### src/rtl/adda_bram_arbiter_if.sv
// Request/ack/read-data bundle for both converter engines plus the BRAM port B pins.
// The slave modport is the arbiter's view; master is the engines/BRAM side.
interface adda_bram_arbiter_if;
  logic        m0_req;
  logic        m0_wr;
  logic [31:0] m0_addr;
  logic [31:0] m0_wdata;
  logic [3:0]  m0_be;
  logic        m0_ack;
  logic        m0_err;
  logic        m0_rvalid;

  logic        m1_req;
  logic        m1_wr;
  logic [31:0] m1_addr;
  logic [31:0] m1_wdata;
  logic [3:0]  m1_be;
  logic        m1_ack;
  logic        m1_err;
  logic        m1_rvalid;

  logic [31:0] m_rdata;

  logic        bram_en_b;
  logic [3:0]  bram_wen_b;
  logic [31:0] bram_addr_b;
  logic [31:0] bram_dout_b;
  logic [31:0] bram_din_b;

  modport slave (
    input  m0_req, m0_wr, m0_addr, m0_wdata, m0_be,
    input  m1_req, m1_wr, m1_addr, m1_wdata, m1_be,
    input  bram_din_b,
    output m0_ack, m0_err, m0_rvalid,
    output m1_ack, m1_err, m1_rvalid,
    output m_rdata,
    output bram_en_b, bram_wen_b, bram_addr_b, bram_dout_b
  );

  modport master (
    output m0_req, m0_wr, m0_addr, m0_wdata, m0_be,
    output m1_req, m1_wr, m1_addr, m1_wdata, m1_be,
    output bram_din_b,
    input  m0_ack, m0_err, m0_rvalid,
    input  m1_ack, m1_err, m1_rvalid,
    input  m_rdata,
    input  bram_en_b, bram_wen_b, bram_addr_b, bram_dout_b
  );
endinterface

### src/rtl/adda_bram_arbiter.sv
// Round-robin arbiter for BRAM port B between ADC (m0) and DAC (m1) engines; reads return 2 cycles after Req.
// Define ADDA_ARB_FIXED_PRIO_EN to give master 0 fixed priority instead of round-robin.
module adda_bram_arbiter #(
  parameter logic [31:0] C_BASEADDR    = 32'h0000_0000,
  parameter logic [31:0] C_MEMSIZE     = 32'h0001_0000,
  parameter int          C_PORT_DWIDTH = 32,
  parameter int          C_NUM_WE      = 4
) (
  input  logic                clk,
  input  logic                rst_n,
  adda_bram_arbiter_if.slave  bus
);

  typedef enum logic [1:0] {
    IDLE   = 2'd0,
    ISSUE0 = 2'd1,
    ISSUE1 = 2'd2
  } state_t;

  state_t                     state;
  logic                       elig0;
  logic                       elig1;
  logic                       grant0;
  logic                       grant1;
  logic                       grant_any;
  logic                       sel_wr;
  logic [31:0]                sel_addr;
  logic [C_PORT_DWIDTH-1:0]   sel_wdata;
  logic [C_NUM_WE-1:0]        sel_be;
  logic [31:0]                offset;
  logic                       in_range;
  logic                       rd_pend0;
  logic                       rd_pend1;

  // A master sitting in its own issue cycle still holds Req; masking it here
  // prevents granting the same request twice.
  assign elig0 = bus.m0_req && (state != ISSUE0);
  assign elig1 = bus.m1_req && (state != ISSUE1);

`ifdef ADDA_ARB_FIXED_PRIO_EN
  assign grant0 = elig0;
  assign grant1 = elig1 && !elig0;
`else
  logic last_grant;  // 1: master 1 was granted last, so master 0 wins a tie

  assign grant0 = elig0 && (!elig1 || last_grant);
  assign grant1 = elig1 && (!elig0 || !last_grant);
`endif

  assign grant_any = grant0 || grant1;

  assign sel_wr    = grant1 ? bus.m1_wr    : bus.m0_wr;
  assign sel_addr  = grant1 ? bus.m1_addr  : bus.m0_addr;
  assign sel_wdata = grant1 ? bus.m1_wdata : bus.m0_wdata;
  assign sel_be    = grant1 ? bus.m1_be    : bus.m0_be;

  // Unsigned wrap makes addresses below the base land far above the window.
  assign offset   = sel_addr - C_BASEADDR;
  assign in_range = offset < C_MEMSIZE;

  // BRAM port B has a registered output, so read data lines up with RValid.
  assign bus.m_rdata = bus.bram_din_b;

  always_ff @(posedge clk or negedge rst_n) begin
    if (!rst_n) begin
      state           <= IDLE;
`ifndef ADDA_ARB_FIXED_PRIO_EN
      last_grant      <= 1'b1;
`endif
      bus.m0_ack      <= 1'b0;
      bus.m1_ack      <= 1'b0;
      bus.m0_err      <= 1'b0;
      bus.m1_err      <= 1'b0;
      bus.m0_rvalid   <= 1'b0;
      bus.m1_rvalid   <= 1'b0;
      bus.bram_en_b   <= 1'b0;
      bus.bram_wen_b  <= '0;
      bus.bram_addr_b <= '0;
      bus.bram_dout_b <= '0;
      rd_pend0        <= 1'b0;
      rd_pend1        <= 1'b0;
    end else begin
      if (grant0) begin
        state <= ISSUE0;
      end else if (grant1) begin
        state <= ISSUE1;
      end else begin
        state <= IDLE;
      end

`ifndef ADDA_ARB_FIXED_PRIO_EN
      if (grant0) begin
        last_grant <= 1'b0;
      end else if (grant1) begin
        last_grant <= 1'b1;
      end
`endif

      bus.m0_ack      <= grant0;
      bus.m1_ack      <= grant1;
      bus.m0_err      <= grant0 && !in_range;
      bus.m1_err      <= grant1 && !in_range;

      bus.bram_en_b   <= grant_any && in_range;
      bus.bram_wen_b  <= (grant_any && in_range && sel_wr) ? sel_be : '0;
      bus.bram_addr_b <= grant_any ? {sel_addr[31:2], 2'b00} : '0;
      bus.bram_dout_b <= grant_any ? sel_wdata : '0;

      rd_pend0        <= grant0 && in_range && !sel_wr;
      rd_pend1        <= grant1 && in_range && !sel_wr;
      bus.m0_rvalid   <= rd_pend0;
      bus.m1_rvalid   <= rd_pend1;
    end
  end

endmodule

### src/flat_wrapper.sv
// flat-port wrapper written by rule: the top's interface ports become plain ports
module adda_bram_arbiter_flat 
#(
  parameter logic [31:0] C_BASEADDR    = 32'h0000_0000,
  parameter logic [31:0] C_MEMSIZE     = 32'h0001_0000,
  parameter int          C_PORT_DWIDTH = 32,
  parameter int          C_NUM_WE      = 4
)
  (clk, rst_n, bus_m0_req, bus_m0_wr, bus_m0_addr, bus_m0_wdata, bus_m0_be, bus_m1_req, bus_m1_wr, bus_m1_addr, bus_m1_wdata, bus_m1_be, bus_bram_din_b, bus_m0_ack, bus_m0_err, bus_m0_rvalid, bus_m1_ack, bus_m1_err, bus_m1_rvalid, bus_m_rdata, bus_bram_en_b, bus_bram_wen_b, bus_bram_addr_b, bus_bram_dout_b);
  adda_bram_arbiter_if bus_i ();
  input  logic clk;
  input  logic rst_n;
  input wire logic [$bits(bus_i.m0_req)-1:0] bus_m0_req;
  input wire logic [$bits(bus_i.m0_wr)-1:0] bus_m0_wr;
  input wire logic [$bits(bus_i.m0_addr)-1:0] bus_m0_addr;
  input wire logic [$bits(bus_i.m0_wdata)-1:0] bus_m0_wdata;
  input wire logic [$bits(bus_i.m0_be)-1:0] bus_m0_be;
  input wire logic [$bits(bus_i.m1_req)-1:0] bus_m1_req;
  input wire logic [$bits(bus_i.m1_wr)-1:0] bus_m1_wr;
  input wire logic [$bits(bus_i.m1_addr)-1:0] bus_m1_addr;
  input wire logic [$bits(bus_i.m1_wdata)-1:0] bus_m1_wdata;
  input wire logic [$bits(bus_i.m1_be)-1:0] bus_m1_be;
  input wire logic [$bits(bus_i.bram_din_b)-1:0] bus_bram_din_b;
  output wire logic [$bits(bus_i.m0_ack)-1:0] bus_m0_ack;
  output wire logic [$bits(bus_i.m0_err)-1:0] bus_m0_err;
  output wire logic [$bits(bus_i.m0_rvalid)-1:0] bus_m0_rvalid;
  output wire logic [$bits(bus_i.m1_ack)-1:0] bus_m1_ack;
  output wire logic [$bits(bus_i.m1_err)-1:0] bus_m1_err;
  output wire logic [$bits(bus_i.m1_rvalid)-1:0] bus_m1_rvalid;
  output wire logic [$bits(bus_i.m_rdata)-1:0] bus_m_rdata;
  output wire logic [$bits(bus_i.bram_en_b)-1:0] bus_bram_en_b;
  output wire logic [$bits(bus_i.bram_wen_b)-1:0] bus_bram_wen_b;
  output wire logic [$bits(bus_i.bram_addr_b)-1:0] bus_bram_addr_b;
  output wire logic [$bits(bus_i.bram_dout_b)-1:0] bus_bram_dout_b;
  assign bus_i.m0_req = bus_m0_req;
  assign bus_i.m0_wr = bus_m0_wr;
  assign bus_i.m0_addr = bus_m0_addr;
  assign bus_i.m0_wdata = bus_m0_wdata;
  assign bus_i.m0_be = bus_m0_be;
  assign bus_i.m1_req = bus_m1_req;
  assign bus_i.m1_wr = bus_m1_wr;
  assign bus_i.m1_addr = bus_m1_addr;
  assign bus_i.m1_wdata = bus_m1_wdata;
  assign bus_i.m1_be = bus_m1_be;
  assign bus_i.bram_din_b = bus_bram_din_b;
  assign bus_m0_ack = bus_i.m0_ack;
  assign bus_m0_err = bus_i.m0_err;
  assign bus_m0_rvalid = bus_i.m0_rvalid;
  assign bus_m1_ack = bus_i.m1_ack;
  assign bus_m1_err = bus_i.m1_err;
  assign bus_m1_rvalid = bus_i.m1_rvalid;
  assign bus_m_rdata = bus_i.m_rdata;
  assign bus_bram_en_b = bus_i.bram_en_b;
  assign bus_bram_wen_b = bus_i.bram_wen_b;
  assign bus_bram_addr_b = bus_i.bram_addr_b;
  assign bus_bram_dout_b = bus_i.bram_dout_b;
  adda_bram_arbiter #(.C_BASEADDR(C_BASEADDR), .C_MEMSIZE(C_MEMSIZE), .C_PORT_DWIDTH(C_PORT_DWIDTH), .C_NUM_WE(C_NUM_WE)) u_core (.clk(clk), .rst_n(rst_n), .bus(bus_i));
endmodule
### config.mk
export PLATFORM = sky130hd
export DESIGN_NAME = adda_bram_arbiter_flat
export DESIGN_NICKNAME = d
export VERILOG_FILES = /design/src/rtl/adda_bram_arbiter_if.sv /design/src/rtl/adda_bram_arbiter.sv /design/src/flat_wrapper.sv
export SDC_FILE = /design/constraint.sdc
export NUM_CORES = 1
export LEC_CHECK = 0
export ABC_AREA = 1
export CAP_MARGIN = 20
export CORE_MARGIN = 4
export CORE_UTILIZATION = 35
export CTS_BUF_LIST = sky130_fd_sc_hd__clkbuf_4 sky130_fd_sc_hd__clkbuf_8
export CTS_CLUSTER_SIZE = 12
export DETAILED_ROUTE_END_ITERATION = 6
export GPL_TIMING_DRIVEN = 0
export PLACE_DENSITY_LB_ADDON = 0.1
export SLEW_MARGIN = 20
export SYNTH_ARGS = -nofsm -noshare
export SYNTH_HDL_FRONTEND = slang
export SYNTH_SLANG_ARGS = --single-unit
### constraint.sdc
create_clock -name clk -period 1.9 [get_ports clk]
set_input_delay 0.285 -clock clk [delete_from_list [all_inputs] [get_ports clk]]
set_output_delay 0.285 -clock clk [all_outputs]
set_load 0.01 [all_outputs]
==> metrics.md <==
| Metric | Value |
|---|---|
| Status | `complete, no violations` |
| RePlAce Congestion | `0.8791` |
| Post-synth ARST share | `100.0%` |
| First-pass GRT wire length | `19160 um` |
| Synth top area cells | `dfrtp_1 (51%), nand2_1 (15%), inv_1 (7.5%)` |
| Most common cell in the synthesized netlist | `nand2_1` |
| Initial Util | `between 30% and 40%` |
| Sequential share of the synthesized area | `between 50% and 60%` |
| Routed WL per cell | `14.21 um` |
| Leakage | `approximately 3.5 nW` |
| Synthesis-to-layout area growth | `81.22%` |
| # Max-Cap Violations | `0` |
| R2r endpoint | `u_core.bus.m0_err` |
| P per Cell Area | `829.8 mW/mm^2` |
| Cells after Synth | `~460` |
| Setup TNS | `0 ns` |
| Die Footprint | `approximately 0.012 mm^2` |
| Worst r2r src | `u_core.last_grant` |
| Root Driver | `clkbuf_8` |
| RSZ-0062 raised after global routing | `true` |
| Post-Syn Area per Cell | `a little over 8 um^2` |
| Worst setup EP type | `flip-flop` |
| CP Class | `flip-flop to flip-flop` |
| Post-DP Area | `0.006332 mm^2` |
| Top-area cell type share of the netlist area | `51.25%` |
| Clk buf depth | `2` |
| Die span in x | `between 100 and 150 um` |
| IO Port Bufs | `between 200 and 250` |
| Hold Path Depth | `0` |
| Initial antenna violation count | `0` |
| HP Class | `flip-flop to flip-flop` |
| FP Rows | `37` |
| Reg clk slew, reported paths | `about 0.07 ns` |
| Final Hold Fails | `0` |
| Hold Startpoint | `u_core.rd_pend0` |
| H-Tree Level Count | `3` |
| Antenna cells | `0` |
| Detailed placer's ending HPWL | `between 10000 and 15000 um` |
| Initial drt markers | `between 150 and 200` |
| Wirelength, routed | `12320 um` |
| Synth Flop Type | `dfrtp_1` |
| Share of cells above drive strength 1 | `about 15%` |
| All-Layer GR Usage | `roughly a fifth` |
| Skew-Pair Late Insertion Delay | `~0.33 ns` |
| Maximum number of pins on one net before global-route repair | `56` |
| Final Util | `~65%` |
| CTS tree | `built` |
| Peak VDD IR | `0.3367 mV` |
| CORE AREA | `around 0.010 mm^2` |
| Final ANT Viol Nets | `0` |
| Commonest cells in the netlist | `nand2_1 (147), dfrtp_1 (76), inv_1 (74), o21ai_0 (48), buf_4 (34)` |
| Data arrival time of the critical path | `roughly 2.0 ns` |
| Final Cycle Share | `96.32%` |
| Drt first pass iters | `4` |
| Fin. max-slew vios | `0` |
| Flop-to-flop setup slack | `roughly 0.07 ns` |
| Fmax | `roughly 550 MHz` |
| Reg2Reg Depth | `11` |
| Clk sink count | `77` |
| Post-synth top area cell | `dfrtp_1` |
| Synth unique cells | `26` |
| Final net count | `901` |
| Die Ht | `about 110 um` |
| GR Overflow Total | `0` |
| Via/cell ratio | `about 4.3` |
| CTS Buf Count | `9` |
| Seq cells post-synth | `a little under 80` |
| Number of synthesis warnings | `0` |
| Post-detailed-route DRC marker count | `0` |
| Critical path startpoint category | `flip-flop` |
| IO Count | `between 200 and 300` |
| Required time worst endpoint | `around 2.1 ns` |
| Syn Std Cell Area | `~0.0037 mm^2` |
| CP Max Fanout | `8` |
| Min cycle time layout | `around 1.8 ns` |
| EDFF count, synth | `0` |
| Number of global-route vias before repair | `3768` |
| Final Instance Area | `0.006725 mm^2` |
| Clock skew | `about 0.0038 ns` |
| Hold Path End | `u_core.bus.m0_rvalid` |
| Final setup fails | `0` |
| Routed via count | `approximately 3700` |
routing by layer:
| metal | wire (um) | global-route usage [%] |
|---|---|---|
| met3 | 1346 | 8.242 |
| met1 | 4420 | 20.63 |
| met5 | 0 | 0 |
| met4 | 211 | 6.897 |
| met2 | 6340 | 35.07 |
worst max-delay path by stage:
stage	from	endpoint	slack, ns
global placement	rst_n	u_core.bus.bram_addr_b[26]	-2.21
detailed placement	bus_m1_req	u_core.bus.bram_addr_b[11]	-0.49
floorplan	u_core.state[0]	u_core.bus.bram_wen_b[0]	0.23
CTS	u_core.last_grant	u_core.bus.bram_addr_b[11]	0.01
global route	u_core.state[0]	u_core.bus.m0_err	-0.04
finish	u_core.last_grant	u_core.bus.m0_err	0.07
power breakdown:
| part | internal, mW | total (mW) | switching [mW] | leakage, nW |
|---|---|---|---|---|
| logic | 1.27 | 2.35 | 1.08 | 2.37 |
| clock network | 0.603 | 1.16 | 0.556 | 0.0994 |
| registers | 1.96 | 2.07 | 0.105 | 0.986 |
critical path: stages, from the launching register on:
cell and delay [ns]:
dfstp_2 0.56, nand3_4 0.13, nand2_8 0.15, buf_8 0.13, nand2_1 0.05, nand2_1 0.08
nand2_1 0.07, nor2_2 0.11, nand2_2 0.07, nor2_4 0.16, buf_4 0.14, nor2_1 0.03
cell type report:
| type | instances | area, um^2 |
|---|---|---|
| multi-input cells | 252 | 1172 |
| well taps | 136 | 170.2 |
| fillers | 898 | 3598 |
| flip-flops and latches | 77 | 1928 |
| inverters | 76 | 292.8 |
| repair buffers | 257 | 2585 |
| plain buffers | 54 | 391.6 |
| clock inverters | 1 | 5.005 |
| clock buffers | 14 | 180.2 |
metrics by stage:
| stage | total power, mW | std cells | hold WS (ns) | worst slack (ns) |
|---|---|---|---|---|
| final | 5.580 | 867 | 0.3532 | 0.06997 |
| after global routing | 5.939 | 867 | 0.3726 | -0.03633 |
| after CTS | 5.496 | 855 | 0.3549 | 0.009515 |
| after detailed placement | 4.314 | 838 | 0.2090 | -0.4875 |
| after global placement | 4.260 | 837 | 0.3359 | -2.209 |
| after floorplan | 3.039 | 459 | -0.01059 | 0.2304 |
flip-flops by register name, indices dropped and copies added (netlist names), 2 cells and up:
name	flops
u_core.bus.bram_dout_b	32
u_core.bus.bram_addr_b	30
u_core.bus.bram_wen_b	4
u_core.state	2
cells by family (layout without fill, tap and decap cells):
kind of cell,count (synthesis),count (layout),share of synthesized area (%)
AOI/OAI and AO/OA,51,51,7.316
DFF,77,77,51.96
and+or+nand+nor,199,199,23.06
buffers and inverters,130,402,17.57
other,1,2,0.1010
timing repair:
action / CTS / global route
setup buffers: 1 / 11
pin swaps: 1 / 9
hold endpoints to repair: 22 / 0
hold buffers: 1 / 0
setup endpoints to repair: 45 / 55
gates resized for setup: 3 / 24
gates cloned: 0 / 1
cells in the final DEF, fill, tap and decap left out, types with 2 or more instances in the layout:
cell type / n
buf_1: 2
buf_2: 9
buf_4: 46
buf_6: 2
buf_8: 2
clkbuf_4: 5
clkbuf_8: 12
clkdlybuf4s50_1: 241
clkinvlp_4: 2
conb_1: 2
dfrtp_1: 76
inv_1: 72
inv_2: 2
nand2_1: 143
nand2_2: 7
nand3_4: 2
nand3b_1: 14
nor2_1: 22
nor2_2: 7
o21ai_0: 48
Power figures use the tool's default switching activity.
